File: config.mk
export PLATFORM = sky130hd
export DESIGN_NAME = bf_relax_sched
export DESIGN_NICKNAME = d
export VERILOG_FILES = /design/src/rtl/bf_relax_sched.sv
export SDC_FILE = /design/constraint.sdc
export NUM_CORES = 1
export LEC_CHECK = 0
export ABC_AREA = 1
export BUFFER_PORTS_ARGS = -buffer_cell sky130_fd_sc_hd__clkbuf_2
export CORE_AREA = 3 3 146 205
export DETAILED_ROUTE_END_ITERATION = 8
export DIE_AREA = 0 0 149 208
export GPL_TIMING_DRIVEN = 0
export PLACE_DENSITY = 0.55
export SETUP_SLACK_MARGIN = 0.02
export SLEW_MARGIN = 20
export SYNTH_ARGS = -nofsm -noshare
export SYNTH_HDL_FRONTEND = slang
export SYNTH_SLANG_ARGS = --single-unit
File: constraint.sdc
create_clock -name clk -period 9.6 [get_ports clk]
set_input_delay 0.48 -clock clk [delete_from_list [all_inputs] [get_ports clk]]
set_output_delay 0.48 -clock clk [all_outputs]
set_load 0.02 [all_outputs]
File: src/rtl/bf_relax_sched.sv
// Sequencing controller around the 4-lane Bellman-Ford update sorter: feeds groups in,
// drains sorted slots one per cycle into distance-memory writes. Option: BF_DIST_SAT_EN.
module bf_relax_sched #(
    parameter int IDX_W = 5,
    parameter int DST_W = 7,
    parameter int EWT_W = 4
) (
    input  logic                             clk,
    input  logic                             rst_n,
    input  logic                             in_valid,
    output logic                             in_ready,
    input  logic                             in_last,
    input  logic [EWT_W+2*IDX_W+DST_W-1:0]   in_w0,
    input  logic [EWT_W+2*IDX_W+DST_W-1:0]   in_w1,
    input  logic [EWT_W+2*IDX_W+DST_W-1:0]   in_w2,
    input  logic [EWT_W+2*IDX_W+DST_W-1:0]   in_w3,
    output logic [EWT_W+2*IDX_W+DST_W-1:0]   srt_a,
    output logic [EWT_W+2*IDX_W+DST_W-1:0]   srt_b,
    output logic [EWT_W+2*IDX_W+DST_W-1:0]   srt_c,
    output logic [EWT_W+2*IDX_W+DST_W-1:0]   srt_d,
    input  logic [EWT_W+2*IDX_W+DST_W:0]     srt_a_new,
    input  logic [EWT_W+2*IDX_W+DST_W:0]     srt_b_new,
    input  logic [EWT_W+2*IDX_W+DST_W:0]     srt_c_new,
    input  logic [EWT_W+2*IDX_W+DST_W:0]     srt_d_new,
    output logic [IDX_W-1:0]                 rd_addr,
    input  logic [DST_W-1:0]                 rd_data,
    output logic                             wr_en,
    output logic [IDX_W-1:0]                 wr_addr,
    output logic [DST_W-1:0]                 wr_data,
    output logic                             iter_done,
    output logic                             iter_changed,
    output logic [7:0]                       iter_cnt
);
    localparam int WORD_W = EWT_W + 2*IDX_W + DST_W;
    localparam int J_LO   = DST_W;
    localparam int I_LO   = DST_W + IDX_W;
    localparam int WIJ_LO = DST_W + 2*IDX_W;

    typedef enum logic [1:0] {IDLE, SORT, DRAIN, DONE} state_t;

    state_t            state, state_nxt;
    logic [WORD_W:0]   slot [4];
    logic [1:0]        k;
    logic              last_flag;
    logic              changed_flag;

    logic [WORD_W:0]   cur;
    logic [DST_W-1:0]  cur_wi;
    logic [IDX_W-1:0]  cur_j;
    logic [EWT_W-1:0]  cur_wij;
    logic              cur_upd;
    logic [DST_W:0]    cand;
    logic [DST_W:0]    cand_eff;
    logic [DST_W-1:0]  dist_eff;
    logic              blocked;
    logic              do_write;
    logic              unused_bits;

    assign cur      = slot[k];
    assign cur_wi   = cur[DST_W-1:0];
    assign cur_j    = cur[J_LO +: IDX_W];
    assign cur_wij  = cur[WIJ_LO +: EWT_W];
    assign cur_upd  = cur[WORD_W];
    assign rd_addr  = cur_j;
    assign cand     = (DST_W+1)'(cur_wij) + {1'b0, cur_wi};

    // A write still in its strobe cycle has not reached memory yet, so a same-j
    // slot right behind it must compare against the pending value.
    assign dist_eff = (wr_en && (wr_addr == rd_addr)) ? wr_data : rd_data;

`ifdef BF_DIST_SAT_EN
    localparam logic [DST_W:0] CAND_SAT = {1'b0, {(DST_W-1){1'b1}}, 1'b0};
    assign blocked     = &cur_wi;
    assign cand_eff    = (cand > CAND_SAT) ? CAND_SAT : cand;
    assign unused_bits = ^cur[I_LO +: IDX_W];
`else
    assign blocked     = 1'b0;
    assign cand_eff    = {1'b0, cand[DST_W-1:0]};
    assign unused_bits = ^{cur[I_LO +: IDX_W], cand[DST_W]};
`endif

    assign do_write = (state == DRAIN) && cur_upd && !blocked &&
                      (cand_eff < {1'b0, dist_eff});

    assign in_ready     = (state == IDLE);
    assign iter_done    = (state == DONE);
    assign iter_changed = (state == DONE) && changed_flag;

    always_ff @(posedge clk or negedge rst_n) begin
        if (!rst_n) state <= IDLE;
        else        state <= state_nxt;
    end

    always_comb begin
        state_nxt = state;
        case (state)
            IDLE:  if (in_valid) state_nxt = SORT;
            SORT:  state_nxt = DRAIN;
            DRAIN: if (k == 2'd3) state_nxt = last_flag ? DONE : IDLE;
            DONE:  state_nxt = IDLE;
            default: state_nxt = IDLE;
        endcase
    end

    always_ff @(posedge clk or negedge rst_n) begin
        if (!rst_n) begin
            srt_a     <= '0;
            srt_b     <= '0;
            srt_c     <= '0;
            srt_d     <= '0;
            last_flag <= 1'b0;
            slot[0]   <= '0;
            slot[1]   <= '0;
            slot[2]   <= '0;
            slot[3]   <= '0;
            k         <= '0;
        end else begin
            if (state == IDLE && in_valid) begin
                srt_a     <= in_w0;
                srt_b     <= in_w1;
                srt_c     <= in_w2;
                srt_d     <= in_w3;
                last_flag <= in_last;
            end
            if (state == SORT) begin
                slot[0] <= srt_a_new;
                slot[1] <= srt_b_new;
                slot[2] <= srt_c_new;
                slot[3] <= srt_d_new;
                k       <= '0;
            end else if (state == DRAIN) begin
                k <= k + 2'd1;
            end
        end
    end

    // Write strobe, iteration bookkeeping; a write decided on slot 3 is already
    // folded into changed_flag by the time DONE reports it.
    always_ff @(posedge clk or negedge rst_n) begin
        if (!rst_n) begin
            wr_en        <= 1'b0;
            wr_addr      <= '0;
            wr_data      <= '0;
            changed_flag <= 1'b0;
            iter_cnt     <= '0;
        end else begin
            wr_en <= do_write;
            if (do_write) begin
                wr_addr      <= cur_j;
                wr_data      <= cand_eff[DST_W-1:0];
                changed_flag <= 1'b1;
            end
            if (state == DONE) begin
                changed_flag <= 1'b0;
                iter_cnt     <= iter_cnt + 8'd1;
            end
        end
    end
endmodule

==> results.ini, run 1 <==
[floorplan]
die_y_um=208
io-pin-count=296
die_area_mm2=0.0310
initial_core_util_pct=27.8
num_rows=73
coreArea_mm2=0.0283
fp.dieW_um=149

[sta]
fmax_mhz=215
rsz0062_at_grt=false
hold_viol=0
worst_slew_pin_slew_ns=0.602
fin_skew_ns=0.00773
fin_setup_tns_ns=0
setup_viol=0
maxSlewHeadroom_pct=59.9
slew_violations=0
post-route-period-util_pct=48.5
min_period_ns=4.66

[final_layout]
drive_gt1_share_pct=38.6
syn2layout_area_growth_pct=31.8
final_nets=1269

[clock_network]
cts_made_buffers=17
clk_pin_slew_ns=0.07
clock_latency_ns=0.43
cts_tree=yes
cts_num_sinks=179
cts_max_level=4
cts_buffer_depth=2
cts_resized=0
cts-root-buf=clkbuf_16

[placement]
hpwl_um=18100
placement.io_buffers=275
gp_congestion=0.807

[setup_path]
r2r.worst_path.cells=19
endpoint_kind=flip-flop
startpoint_type=flip-flop
crit_arrival_ns=5.02
timing.rr.end=wr_data[3]$_DFFE_PN0P_
r2r-start=k[0]$_DFFE_PN0P_
crit_slowest_cell=dfrtp_1
cp_max_fo=10
crit_path_cell_trace=buf_6 > clkbuf_1 > buf_2 > clkbuf_1 > o21ai_0 > o22ai_1 > ha_1 > a21oi_1 > inv_1 > a31oi_1 > nor3_1 > xnor2_1 > ha_1 > nand4_1 > nand4_1 > a31oi_2 > clkbuf_1 > nand3_1 > nand2_1
r2r_setup_slack_ns=4.94
cp_slowest_stage_delay_ns=0.47
critPathRequiredTime_ns=9.96
worstSetupPathType=reg2reg
critPathMostFrequentCell=clkbuf_1

[worst_hold_path]
hold_class=in2reg
holdPathStages=3
worst_hold_path.endpoint=slot[83]$_DFFE_PN0P_
min_from=srt_a_new[17]

[grt]
grt_overflow_total=0
grt_antenna_before_repair=10
grt_pass1_vias=6670
grt_pass1_wl_um=36000
track_usage_pct=15.0
grt_max_degree=77

[synthesis]
synth_commonest_cells=nand2_1, dfrtp_1, mux2_2, o21ai_0, nand3_1
synth.distinct_cells=33
postSynthAreaPerCell_um2=10.2
synth_edf_count=0
yosysMostFrequentCell=nand2_1
synth_top_area_share_pct=57.0
synth_area_leaders=dfrtp_1, nand2_1, mux2_2
ys_warn_count=0
ys_seq_elements=179
synthArstFlopShare_pct=100
ys_seq_area_share_pct=57.0
syn_nets=972
yosysTopAreaCell=dfrtp_1
netlist_area_mm2=0.00786
ys.flop_type=dfrtp_1
syn_inst=772

[power]
power_leakage_nw=5.42
ir_worst_vdd_uv=156
power.density_mw_per_mm2=388
finalPower_mw=4.02

[detailed_routing]
routed_wl_um=22700
avgRoutedWirePerCell_um=15.6
final_antenna_net_count=0
drc=0
via_count=6352
first_pass_iters=5
drt_first_iter_violations=331
via_per_inst=4.35

[job]
cap_violations=0

[outcome]
status=complete, no violations

## where the power goes
part	switching, mW	total [mW]	internal (mW)
registers	0.211	1.34	1.13
clock network	0.313	0.681	0.368
logic	1.25	2.00	0.747
total	1.78	4.02	2.24
## metrics by stage
stage	instances	setup WS, ns	instance area [µm²]	utilization (%)	hold WS, ns
floorplan	772	5.82	7860	-	0.184
finish	1461	4.94	10400	36.6	0.251
global route	1459	4.44	10300	36.5	0.235
CTS	1457	4.89	10300	36.5	0.225
detailed placement	1424	4.93	9770	34.5	0.415
global placement	1422	4.47	9700	34.3	0.451
## cell families (layout without fill, tap and decap cells)
logic type,after synthesis,count (layout),synth area share [%]
xor+xnor,12,12,1.34
flops,179,179,57.0
other cells,0,4,0
buf+inv,72,382,3.82
mux,92,92,13.1
simple gates,340,340,17.7
compound gates,60,60,4.27
fa+ha+maj,17,17,2.80
## worst max path at each step
stage	from	depth (start not counted)	slack [ns]	endpoint
finish	k[0]$_DFFE_PN0P_	19	4.94	wr_data[3]$_DFFE_PN0P_
global route	k[0]$_DFFE_PN0P_	19	4.44	wr_data[5]$_DFFE_PN0P_
CTS	k[0]$_DFFE_PN0P_	19	4.89	wr_data[3]$_DFFE_PN0P_
detailed placement	k[0]$_DFFE_PN0P_	19	4.93	wr_data[3]$_DFFE_PN0P_
global placement	rst_n	1	4.47	srt_c[20]$_DFFE_PN0P_
floorplan	k[0]$_DFFE_PN0P_	19	5.82	wr_addr[0]$_DFFE_PN0P_
## worst max-delay path: cells and delay by family (launching register included)
family                   cells  cell delay (ns)
buffers and inverters        6             1.61
flip-flops                   1             0.47
AO/OA/AOI/OAI                5             1.07
AND/OR/NAND/NOR              5             0.54
XOR/XNOR                     1             0.27
adder cells (fa/ha/maj)      2             0.63
## layout by cell type, fill, tap and decap left out, types with 2 or more instances in the layout
master	n
clkbuf_2	274
clkinv_4	2
buf_6	3
xor2_1	6
o21ai_0	33
nand3_2	2
clkbuf_8	2
dfrtp_1	179
inv_6	4
inv_2	4
nand3_1	32
mux2i_1	6
clkbuf_1	30
clkinvlp_4	4
mux2_2	86
a21oi_1	12
o22ai_1	10
inv_1	31
nand2_4	2
nand4_1	4
ha_1	16
clkbuf_16	17
diode_2	4
nand2_1	268
xnor2_1	6
nor2_1	24
nand2_2	4
buf_2	3
clkinv_2	2
buf_16	2
## registers in the layout (all words and copies together) (netlist names)
signal	count
slot	68
srt_d	21
k	2
srt_a	21
srt_c	21
wr_en	1
state	2
srt_b	21
iter_cnt	8
changed_flag	1
wr_addr	5
wr_data	7
last_flag	1
## area by class of cell
type | instances | area (µm²)
fill | 2923 | 18000
sequential | 179 | 4480
multi-input combinational | 521 | 3080
timing repair buffer | 278 | 1450
tap | 375 | 469
clock buffer | 19 | 443
buffer | 36 | 165
inverter | 36 | 135
clock inverter | 13 | 123
antenna | 4 | 10.0
## layer usage
metal | GRT usage [%] | wire length [µm] | vias to the layer above
met5 | 0 | 80 | -
met4 | 6.03 | 605 | 14
met3 | 5.29 | 1740 | 50
met2 | 25.7 | 11600 | 192
met1 | 16.9 | 8680 | 2996
li1 | - | - | 3100
## repair_timing
item                      4_1_cts  5_1_grt
buffers inserted                0        0
hold buffers                    1        0
hold endpoints to repair       33        0
Note: power is estimated with default switching activity, not from simulation.
==> run 2, diff against run 1 <==
PLACE_DENSITY = 0.57   (was 0.55)
clock period = 4.18 ns   (was 9.6 ns; I/O delays follow)
==> results.ini, run 2 (synthesis results as in run 1) <==
[detailed_routing]
avgRoutedWirePerCell_um=15.0  ; -3.4%
maxUsedRoutingLayer=met4
wl_met2_um=12700  ; +9.4%
first_pass_iters=4  ; -1
via_count=6886  ; +8.4%
drt-met1-wl_um=9570  ; +10%
routed_wl_um=24100  ; +6.1%
drc=0  ; unchanged
drt_first_iter_violations=293  ; -11%
via_per_inst=4.29  ; -1.3%
met3_wirelength_um=1230  ; -29%
final_antenna_net_count=0  ; unchanged

[grt]
grt_overflow_total=0  ; unchanged
track_usage_pct=16.1  ; +1.1 points
grt_max_degree=89  ; +16%
grt_pass1_vias=7377  ; +11%
grt_antenna_before_repair=1  ; -9
grt_pass1_wl_um=39000  ; +8.1%

[placement]
hpwl_um=17800  ; -1.7%
placement.io_buffers=275  ; unchanged
gp_congestion=0.794  ; -1.6%

[sta]
rsz0062_at_grt=false
setup_viol=0  ; unchanged
fin_hold_ws_ns=0.0156  ; -0.235 ns
slew_violations=0  ; unchanged
fin_skew_ns=0.0113  ; +0.00354 ns
hold_viol=0  ; unchanged
worst_slew_pin_slew_ns=0.647  ; +0.0452 ns
min_period_ns=3.86  ; -0.796 ns
maxSlewHeadroom_pct=56.9  ; -3.0 points
fin_setup_tns_ns=0  ; unchanged
post-route-period-util_pct=92.3  ; +44 points
fmax_mhz=259  ; +21%

[setup_path]
endpoint_kind=flip-flop
r2r_setup_slack_ns=0.32  ; -4.62 ns
worstSetupPathType=reg2reg
cp_max_fo=10  ; unchanged
critPathRequiredTime_ns=4.55  ; -5.41 ns
startpoint_type=flip-flop
crit_arrival_ns=4.23  ; -0.79 ns

[final_layout]
final_nets=1415  ; +12%
drive_gt1_share_pct=34.4  ; -4.2 points
mostFrequentLayoutCell=clkbuf_2
largest_reg_flops=68  ; unchanged
layout_common_cells=clkbuf_2, nand2_1, dfrtp_1, dlygate4sd3_1, mux2_2
syn2layout_area_growth_pct=51.0
top_register=slot

[floorplan]
die_area_mm2=0.0310  ; unchanged
initial_core_util_pct=27.8  ; unchanged
coreArea_mm2=0.0283  ; unchanged
io-pin-count=296  ; unchanged
fp.dieW_um=149  ; unchanged
die_y_um=208  ; unchanged
num_rows=73  ; unchanged

[power]
ir_worst_vdd_uv=364  ; +130%
power_leakage_nw=6.05  ; +12%
power.density_mw_per_mm2=796  ; +110%

[job]
cap_violations=0  ; unchanged

[clock_network]
clock_latency_ns=0.44  ; about the same
cts_made_buffers=17  ; unchanged
cts_tree=yes
cts_max_level=4  ; unchanged
cts_buffer_depth=2  ; unchanged
clk_pin_slew_ns=0.07  ; about the same
cts-root-buf=clkbuf_16
cts_num_sinks=179  ; unchanged

[worst_hold_path]
hold_class=in2reg

[outcome]
status=complete, no violations

-- run 2: final cells by class --
class,count,area [µm²]
fillers,2764,16500
flip-flops and latches,179,4480
multi-input cells,521,3090
repair buffers,428,2950
well taps,375,469
clock buffers,19,453
plain buffers,32,156
inverters,36,135
clock inverters,13,123
diodes,1,2.50
-- run 2: power by group --
group | internal [mW] | switching [mW]
clock | 0.859 | 0.729
combinational | 1.83 | 2.92
sequential | 2.59 | 0.504
total | 5.29 | 4.16
-- run 2: repair_timing --
action	4_1_cts	5_1_grt
endpoints found under the hold margin	328	0
hold buffers	150	0
pin swaps	0	1
setup buffers	0	1
gates resized for setup	3	9
setup endpoints to repair	14	14
-- run 2: stage by stage --
step	power [mW]	utilization, %	area (µm²)	setup WS, ns	instances
5_1_grt	10.2	41.9	11900	0.0321	1604
3_3_place_gp	7.65	34.3	9700	-0.629	1422
4_1_cts	9.52	41.8	11800	0.0266	1605
3_5_place_dp	7.75	34.5	9770	-0.542	1424
6_report	9.44	41.9	11900	0.320	1604
2_1_floorplan	6.20	-	7860	0.396	772
-- run 2: worst max-delay path, stage by stage (launching register included) --
cell and delay, ns:
dfrtp_1 0.34, buf_2 0.28, clkbuf_1 0.39, o21ai_0 0.15
o22ai_1 0.19, ha_1 0.31, a21oi_1 0.15, inv_1 0.07
a31oi_2 0.23, nor3_1 0.10, xnor2_1 0.28, ha_1 0.35
nand4_1 0.13, nand4_1 0.15, a31oi_4 0.25, clkbuf_4 0.25
nand3_1 0.09, nand2_1 0.08
-- run 2: final timing paths --
path                                      startpoint                 endpoint  cells after the start
worst max-delay path                k[1]$_DFFE_PN0P_   wr_data[4]$_DFFE_PN0P_                     17
worst min-delay path                    srt_a_new[9]     slot[75]$_DFFE_PN0P_                      3
worst max register to register      k[1]$_DFFE_PN0P_   wr_data[4]$_DFFE_PN0P_                     17
worst min register to register  slot[30]$_DFFE_PN0P_     slot[30]$_DFFE_PN0P_                      2
max in group asynchronous                      rst_n  iter_cnt[0]$_DFFE_PN0P_                      3
min in group asynchronous                      rst_n     srt_b[9]$_DFFE_PN0P_                      2
-- run 2: layer usage --
metal  vias to the layer above  track usage (%)
met1                      3255             18.3
met4                         0             6.00
met3                        35             3.86
li1                       3396                -
met2                       200             28.8
met5                         -                0
==> run 3, diff against run 2 <==
CELL_PAD_IN_SITES_DETAIL_PLACEMENT = 0   (was unset)
CELL_PAD_IN_SITES_GLOBAL_PLACEMENT = 1   (was unset)
HOLD_SLACK_MARGIN = 0.02   (was unset)
PLACE_DENSITY = 0.7   (was 0.57)
==> results.ini, run 3 (synthesis results as in run 1) <==
[outcome]
status=complete, no violations

[power]
power_leakage_nw=6.05  ; -0.13%
pwr-share-seq_pct=32.5  ; -0.3 points
ir_worst_vdd_uv=427  ; +17%
power.density_mw_per_mm2=802  ; +0.79%
clkPwrFrac_pct=16.8  ; about the same
combPwrFrac_pct=50.6  ; +0.2 points
netSwitchingFraction_pct=44.4  ; +0.40 points
p_int_mw=5.27  ; -0.28%
power_switching_mw=4.21  ; +1.3%

[grt]
grt_antenna_before_repair=0  ; -1
track_usage_pct=16.5  ; +0.45 points
grt_overflow_total=0  ; unchanged
grt_pass1_vias=7328  ; -0.66%
grt_max_degree=64  ; -28%
grt_pass1_wl_um=40100  ; +2.9%

[setup_path]
crit_arrival_ns=4.05  ; -0.18 ns
worstSetupPathType=reg2reg
cp_max_fo=28  ; +18
endpoint_kind=flip-flop
startpoint=k[0]$_DFFE_PN0P_
critPathRequiredTime_ns=4.50  ; -0.05 ns
r2r-start=k[0]$_DFFE_PN0P_
startpoint_type=flip-flop

[clock_network]
clock_latency_ns=0.43  ; about the same
cts_tree=yes
clk_pin_slew_ns=0.07  ; about the same
cts_max_level=4  ; unchanged
cts_buffer_depth=2  ; unchanged
cts-root-buf=clkbuf_16
cts_num_sinks=179  ; unchanged
cts_made_buffers=17  ; unchanged

[final_layout]
fillerInstances=2831  ; +2.4%
largest_reg_flops=68  ; unchanged
fin_area_mm2=0.0118  ; -0.36%
layout_common_cells=clkbuf_2, nand2_1, dfrtp_1, dlygate4sd3_1, mux2_2
multi_input_area_mm2=0.00309  ; unchanged
drive_gt1_share_pct=34.6  ; +0.11 points
antenna_cells=0  ; -1
top_register=slot
syn2layout_area_growth_pct=50.4
final_nets=1411  ; -0.28%
seq_area_mm2=0.00448  ; unchanged
fin_util_pct=41.7  ; -0.15 points
mostFrequentLayoutCell=clkbuf_2

[sta]
worst_slew_pin_slew_ns=0.633  ; -0.0142 ns
setup_viol=0  ; unchanged
post-route-period-util_pct=89.3  ; -3.0 points
min_period_ns=3.73  ; -0.126 ns
hold_viol=0  ; unchanged
setup_ws_ns=0.446  ; +0.126 ns
rsz0062_at_grt=false
fin_skew_ns=0.00784  ; -0.00343 ns
slew_violations=0  ; unchanged
fmax_mhz=268  ; +3.4%
maxSlewHeadroom_pct=57.8  ; +0.95 points

[detailed_routing]
via_count=6760  ; -1.8%
final_antenna_net_count=0  ; unchanged
drc=0  ; unchanged
via_per_inst=4.23  ; -1.5%
drt_first_iter_violations=348  ; +19%
routed_wl_um=24600  ; +2.2%
avgRoutedWirePerCell_um=15.4  ; +2.5%
first_pass_iters=4  ; unchanged

[floorplan]
io-pin-count=296  ; unchanged
initial_core_util_pct=27.8  ; unchanged
num_rows=73  ; unchanged
coreArea_mm2=0.0283  ; unchanged
fp.dieW_um=149  ; unchanged
die_area_mm2=0.0310  ; unchanged
die_y_um=208  ; unchanged

[placement]
placed_area_mm2=0.00977  ; unchanged
gp_congestion=0.770  ; -3.0%
placement.io_buffers=275  ; unchanged
hpwl_um=18300  ; +2.9%
pre_cts_ws_ns=-0.612  ; -0.0705 ns

[job]
cap_violations=0  ; unchanged

[worst_hold_path]
min_from=in_w1[5]
hold_class=in2reg

-- run 3: changes by cell type in the layout (fill, tap and decap cells not counted) --
cell,delta
buf_4,+1
diode_2,-1
clkbuf_4,-1
clkinv_2,-1
clkinv_4,+1
inv_8,+3
clkbuf_2,+1
clkbuf_8,-2
dlygate4sd3_1,-4
clkinvlp_4,-2
-- run 3: cell type report --
type | instances | area share [%]
flip-flops and latches | 179 | 37.9
multi-input cells | 521 | 26.2
repair buffers | 424 | 24.6
well taps | 375 | 3.97
clock buffers | 18 | 3.63
plain buffers | 32 | 1.33
clock inverters | 14 | 1.23
inverters | 36 | 1.14
-- run 3: path summary, 6_finish.rpt --
kind / slack (ns) / depth (start not counted) / endpoint
max: 0.45 / 18 / wr_data[3]$_DFFE_PN0P_
min: 0.04 / 2 / srt_b[5]$_DFFE_PN0P_
min in group asynchronous: 0.32 / 2 / slot[67]$_DFFE_PN0P_
max in group asynchronous: 2.83 / 4 / srt_a[0]$_DFFE_PN0P_
max reg2reg: 0.45 / 18 / wr_data[3]$_DFFE_PN0P_
min reg2reg: 0.47 / 2 / slot[39]$_DFFE_PN0P_
-- run 3: routing by layer --
| layer | part of all wire (%) | GRT usage (%) | routed length [µm] | vias up |
|---|---|---|---|---|
| met3 | 4.4 | 3.59 | 1090 | 41 |
| met4 | 3.1 | 6.66 | 771 | 0 |
| met1 | 41 | 19.7 | 9980 | 3150 |
| li1 | - | - | - | 3388 |
| met5 | 0 | 0 | 0 | - |
| met2 | 52 | 28.6 | 12800 | 181 |
-- run 3: power groups by stage --
| stage | combinational [mW] | sequential (mW) | clock, mW |
|---|---|---|---|
| after global placement | 4.62 | 3.08 | 0 |
| after detailed placement | 4.68 | 3.10 | 0 |
| after floorplan | 2.58 | 3.62 | 0 |
| after global routing | 5.36 | 3.20 | 1.74 |
| after CTS | 4.81 | 3.08 | 1.66 |
| final | 4.80 | 3.08 | 1.60 |
-- run 3: through the flow --
stage | hold slack (ns) | TNS [ns] | std cells | power (mW)
3_5_place_dp | 0.234 | -6.92 | 1424 | 7.78
2_1_floorplan | -0.0866 | 0 | 772 | 6.20
6_report | 0.0399 | 0 | 1599 | 9.48
3_3_place_gp | 0.415 | -123.73 | 1422 | 7.70
4_1_cts | 0.0201 | 0 | 1601 | 9.55
5_1_grt | 0.0233 | 0 | 1599 | 10.3
-- run 3: timing repair --
action	in CTS	in global routing
endpoints found under the hold margin	201	0
hold buffers	146	0
pin swaps	0	1
gates resized for setup	4	9
cloned	0	0
buffers inserted	0	1
endpoints found under the setup margin	14	14
-- run 3: worst max-delay path, stage by stage, from the launching register on --
cell	delay, ns
dfrtp_2	0.46
buf_6	0.20
buf_2	0.20
nor2_1	0.15
o22ai_1	0.12
ha_1	0.23
fa_1	0.42
a31oi_2	0.25
nor3_1	0.09
xnor2_1	0.13
buf_4	0.14
ha_1	0.36
nand4_1	0.11
nand4_1	0.15
a31oi_4	0.24
nand2_4	0.10
buf_6	0.16
nand2_1	0.06
nand2_1	0.05
